## src/rtl/control_seq.sv

```systemverilog
`default_nettype none
// ============================================================================
// Module   : control_seq
// Brief    : Multi-cycle FETCH/EXEC instruction sequencer with memory stall.
// Revision : 1.0 - initial release
// ============================================================================
module control_seq #(
    parameter int INST_W     = 8,
    parameter int CYC_W      = 2,
    parameter int MEM_CYCLES = 2,
    parameter int RS_W       = 2,
    parameter int ALU_W      = 4
) (
    input  logic              clk,
    input  logic              rst_n,
    input  logic [INST_W-1:0] inst_in,
    input  logic              inst_valid,
    input  logic              mem_ready,
    input  logic              carry_in,
    output logic              fetch_req,
    output logic [INST_W-1:0] inst,
    output logic [CYC_W-1:0]  cycle,
    output logic              MC,
    output logic [RS_W-1:0]   RS,
    output logic [ALU_W-1:0]  ALU,
    output logic              carry,
    output logic              busy,
    output logic              done
);

    localparam logic [0:0]       c_FETCH    = 1'b0;
    localparam logic [0:0]       c_EXEC     = 1'b1;
    localparam logic [CYC_W-1:0] c_MEM_LAST = CYC_W'(MEM_CYCLES - 1);

    logic [0:0]        r_state;
    logic [INST_W-1:0] r_ir;
    logic [CYC_W-1:0]  r_cycle;
    logic              r_carry;

    logic              w_exec;
    logic              w_mem_class;
    logic [CYC_W-1:0]  w_last;
    logic              w_stall;

    assign w_exec      = (r_state == c_EXEC);
    assign w_mem_class = r_ir[INST_W-1];
    // Index of the final EXEC cycle: L-1
    assign w_last      = w_mem_class ? c_MEM_LAST : '0;

    assign MC      = w_mem_class & (r_cycle == '0) & w_exec;
    assign w_stall = MC & ~mem_ready;
    assign done    = w_exec & ~w_stall & (r_cycle == w_last);

    always_ff @(posedge clk or negedge rst_n) begin
        if (!rst_n) begin
            r_state <= c_FETCH;
            r_ir    <= '0;
            r_cycle <= '0;
            r_carry <= 1'b0;
        end else begin
            case (r_state)
                c_FETCH: begin
                    if (inst_valid) begin
                        r_ir    <= inst_in;
                        r_cycle <= '0;
                        r_state <= c_EXEC;
                    end
                end
                default: begin
                    if (done) begin
                        r_state <= c_FETCH;
                        r_cycle <= '0;
                        if (!w_mem_class) begin
                            r_carry <= carry_in;
                        end
                    end else if (!w_stall) begin
                        r_cycle <= r_cycle + CYC_W'(1);
                    end
                end
            endcase
        end
    end

    assign fetch_req = ~w_exec;
    assign busy      = w_exec;
    assign inst      = r_ir;
    assign cycle     = r_cycle;
    assign carry     = r_carry;
    assign RS        = r_ir[RS_W-1:0];
    assign ALU       = r_ir[ALU_W-1:0];

endmodule
`default_nettype wire

```

## config.mk

```make
export PLATFORM = sky130hd
export DESIGN_NAME = control_seq
export DESIGN_NICKNAME = d
export VERILOG_FILES = /design/src/rtl/control_seq.sv
export SDC_FILE = /design/constraint.sdc
export NUM_CORES = 1
export LEC_CHECK = 0
export BUFFER_PORTS_ARGS = -buffer_cell sky130_fd_sc_hd__buf_2
export CORE_UTILIZATION = 42
export CTS_CLUSTER_DIAMETER = 50
export DETAILED_ROUTE_END_ITERATION = 6
export PLACE_DENSITY = 0.8
export SYNTH_ARGS = -nofsm -noshare
export SYNTH_HDL_FRONTEND = slang
export SYNTH_SLANG_ARGS = --single-unit
```

## constraint.sdc

```tcl
create_clock -name clk -period 1.7 [get_ports clk]
set_input_delay 0.34 -clock clk [delete_from_list [all_inputs] [get_ports clk]]
set_output_delay 0.34 -clock clk [all_outputs]
set_load 0.02 [all_outputs]
```

# --- Yosys cells after proc, flatten, opt, wreduce, memory -nomap -nowiden ---
# Index checks and enable logic that the tools add are counted.
classes:
  muxes: 8
  n_reduce_logical: 5
  addsub: 1
  bitwise: 9
  n_eq_ne: 2
ops:
  columns: ["operator", "count"]
  rows:
  - ["2-bit 2-to-1 mux", 4]
  - ["1-bit bitwise AND", 5]
  - ["1-bit 2-to-1 mux", 4]
  - ["1-bit inverter", 4]
  - ["2-bit AND reduction", 2]
  - ["3-bit != test (second input constant)", 1]
  - ["3-bit AND reduction", 1]
  - ["2-bit by 1-bit adder with 2-bit output (second input constant)", 1]
  - ["2-bit by 1-bit == test with 1-bit output", 1]
  - ["2-bit zero test", 1]
  - ["2-bit nonzero test", 1]
word_totals:
  out_inout_bits: 21
  word_cells: 29
  register_bits: 12
  in_bits: 13

# --- Depth between registers and ports, before layout ---
logic_depth:
  depth_word: 9
  ltp_mapped: 6
  ltp_nobuf: 6

# --- Worst setup path after synthesis ---
# No wires, ideal clock.
synth_path:
  path_kind: "reg2out"
  start: "register r_cycle[0], in the netlist cycle[0]"
  end: "output done"
  setup_slack_ps: 137
  path_buffers: 0
  t_arrival_ps: 1223
  path_stages_with_launch: 6
  required_time_ps: 1360
  path_cell_list: "dfrtp_1 -> inv_1 -> ha_1 -> nand2b_1 -> nand3_1 -> a21oi_2"
synth_between:
  elab_chain_len: 7
synth_lines:
  columns: ["element", "line", "text"]
  rows:
  - ["start, declared", "37", "logic [CYC_W-1:0] r_cycle;"]
  - ["start signal, assigned", "77", "r_cycle <= r_cycle + CYC_W'(1);"]
  - ["2-bit zero test", "50", "assign MC = w_mem_class & (r_cycle == '0) & w_exec;"]
  - ["1-bit bitwise AND (2 in a row)", "50", null]
  - ["1-bit bitwise AND", "51", "assign w_stall = MC & ~mem_ready;"]
  - ["1-bit inverter", "52", "assign done = w_exec & ~w_stall & (r_cycle == w_last);"]
  - ["1-bit bitwise AND", "52", null]
  - ["1-bit bitwise AND (*)", "52", null]
  - ["end, declared", "28", "output logic done"]
# Mark *: on every way between the ends. The rest lies on a longest branch, timed or not.

# --- Worst setup path in the final report ---
# Same ends and word-level chain as after synthesis.

==> flow_metrics.tcl <==
set metrics [dict create \
    outcome "complete, but fails checks" \
    root_buffer "clkbuf_4" \
    power_w 0.00191 \
    clkSinkCount 12 \
    cap_violations 0 \
    arrival_ns 1.40 \
    ys_ff_latch 12 \
    wire_per_inst_um 13.4 \
    synth_flop_cell "dfrtp_1" \
    hold_path.class "in -> reg" \
    drt_iter0_drc 1 \
    crit_path_start_kind "flop" \
    clk_latency_ns 0.27 \
    fp.dieW_um 40.3 \
    setup_viol 1 \
    syn-num-nets 62 \
    peakVddDrop_uv 938 \
    p_int_w 0.00107 \
    period_share_pct 103 \
    crit_path_max_incr_delay_ns 0.41 \
    path_buf_inv 2 \
    worstMarginPinSlew_ns 0.281 \
    synth_seq_area_share_pct 48.8 \
    antenna_found_initial 0 \
    firstDrtPassIters 3 \
    crit_family "flip-flops" \
    synth_cell_types 19 \
    areaGrowthSynthToFinish_pct 38.8 \
    hpwl_um 876 \
    drcViolationCount 0 \
    ctsLongestPathBuffers 2 \
    clkPwrFrac_pct 12.1 \
    violations "negative setup slack" \
    postSynth.asyncResetShare_pct 100 \
    syn_avg_cell_area_sq_um 12.8 \
    yosys-top-cells-area "dfrtp_1, mux2_4, buf_4, a21oi_4, inv_1" \
    fin_nets 99 \
    port_buffers 33 \
    power_frac_seq_pct 28.5 \
    die_h_um 40.3 \
    die_area_sq_um 1620 \
    nFillCells 113 \
    synth_edf_count 0 \
    core-area_sq_um 1330 \
    grt_pass1_vias 446 \
    powerDensity_nw_per_um2 2240 \
    placed_cells 90 \
    grt_first_pass_wirelength_mm 1.94 \
    syn-cell-area_sq_um 616 \
    cp_slowest_cell "dfrtp_1" \
    drv_slew 0 \
    p_leak_nw 0.454 \
    drt-total-wl_mm 1.33 \
    synth_warnings 0 \
    synthCells 48 \
    fin_crit_ns 1.74 \
    cts_buffers 3 \
    switching_share_pct 44.2 \
    grt_usage_pct 18.7 \
    synthTopCellsByCount "dfrtp_1, mux2_4, buf_4" \
    drive_gt1_share_pct 70.2 \
    cts_tree "built" \
    synth_area_leader_cell "dfrtp_1" \
    viasPerCell 4.84 \
    path_clk_slew_ns 0.08 \
    skew_ns 0.00646 \
    num_rows 13 \
    synth_top_area_share_pct 48.8 \
    crit_required_ns 1.36 \
    antennaDiodeCount 0 \
    max_slew_margin_pct 81.2 \
    p_switching_w 0.000846 \
    cp_max_fo 4 \
    ios 34 \
    fin_ws_ns -0.0447 \
    overflow 0 \
    cp-end-kind "primary output" \
    rsz0062_at_grt "true" \
    grt_max_degree 13 \
    gp_congestion 0.878 \
    instances_no_fill 99 \
    yosysMostFrequentCell "dfrtp_1" \
    htree_levels 1 \
    fmax_mhz 573 \
    critPathKind "reg -> out" \
    floorplan.initialDensity_pct 46.2 \
    via_count 479 \
    antenna_left 0 \
    crit_chain "inv_2, ha_4, nand2b_4, nand3_2, a21oi_2, buf_4" \
    p_comb_share_pct 59.4 \
    hold_violations 0 \
]
layout by cell type (no fill, tap or decap), types with 2 or more instances in the layout:
| cell | Yosys | layout |
|---|---|---|
| buf_2 | 0 | 32 |
| clkbuf_4 | 0 | 3 |
| buf_4 | 6 | 6 |
| dfrtp_1 | 12 | 12 |
| nor2_1 | 3 | 3 |
| mux2_4 | 8 | 8 |
| inv_1 | 4 | 2 |
| inv_2 | 0 | 2 |
layout make-up:
cell class              count  area, sq um  area share [%]
flip-flops and latches     12          300            35.1
multi-input cells          25          269            31.5
repair buffers             39          215            25.2
clock buffers               4         36.3            4.25
well taps                  15         18.8            2.20
inverters                   4         15.0            1.76
layer usage:
metal	vias to the layer above	GRT usage, %	wire length (um)
li1	228	-	-
met1	222	23.4	574
met2	25	29.0	640
met3	4	6.67	77
met4	0	7.50	33
met5	-	0	0
worst paths after layout:
check,start,to,slack [ns],cells past startpoint
max in group asynchronous,rst_n,inst[6],1.00,2
min in group asynchronous,rst_n,carry,0.47,2
setup reg to reg,inst[7],carry,0.35,3
hold / removal,carry_in,carry,0.28,2
setup / recovery,cycle[0],done,-0.04,6
hold reg to reg,carry,carry,0.49,1
sequential cells by signal, indices dropped and copies added (netlist names):
signal	flops
busy	1
cycle	2
inst	8
carry	1
metrics by stage:
stage / worst slack [ns] / setup TNS (ns) / cell area, sq um / hold slack (ns) / utilization, %
CTS: -0.0510 / -0.0510 / 835 / 0.270 / 62.6
floorplan: 0.137 / 0 / 616 / 0.0444 / -
global route: -0.106 / -0.107 / 855 / 0.277 / 64.1
detailed placement: 0.139 / 0 / 751 / 0.236 / 56.3
finish: -0.0447 / -0.0447 / 855 / 0.275 / 64.1
global placement: 0.224 / 0 / 751 / 0.226 / 56.3
power groups by stage:
stage	clock, W	combinational [W]	sequential (W)
after floorplan	0	0.000645	0.000707
after global placement	0	0.00101	0.000532
after detailed placement	0	0.00102	0.000544
after CTS	0.000238	0.00110	0.000540
after global routing	0.000252	0.00123	0.000575
final	0.000231	0.00114	0.000545
cells by family (layout without fill, tap and decap cells):
| kind of cell | count (synthesis) | in the layout | share of synthesized area [%] |
|---|---|---|---|
| AND/OR/NAND/NOR | 10 | 10 | 8.94 |
| AO/OA/AOI/OAI | 5 | 5 | 7.32 |
| buffers and inverters | 11 | 47 | 11.6 |
| adder cells (fa/ha/maj) | 1 | 1 | 2.03 |
| multiplexers | 9 | 9 | 21.3 |
| flip-flops | 12 | 12 | 48.8 |
worst reg2reg max path: stages, from the launching register on:
cell and delay, ns:
dfrtp_1 0.46, or2_2 0.33, nor2_1 0.13, mux2_1 0.33
repair_timing:
item / 4_1_cts / 5_1_grt
endpoints found under the hold margin: 12 / 0
setup buffers: 3 / 1
hold buffers: 1 / 0
endpoints found under the setup margin: 2 / 2
cloned: 0 / 0
gates resized for setup: 4 / 3
pin swaps: 2 / 3
Power figures use the tool's default switching activity.
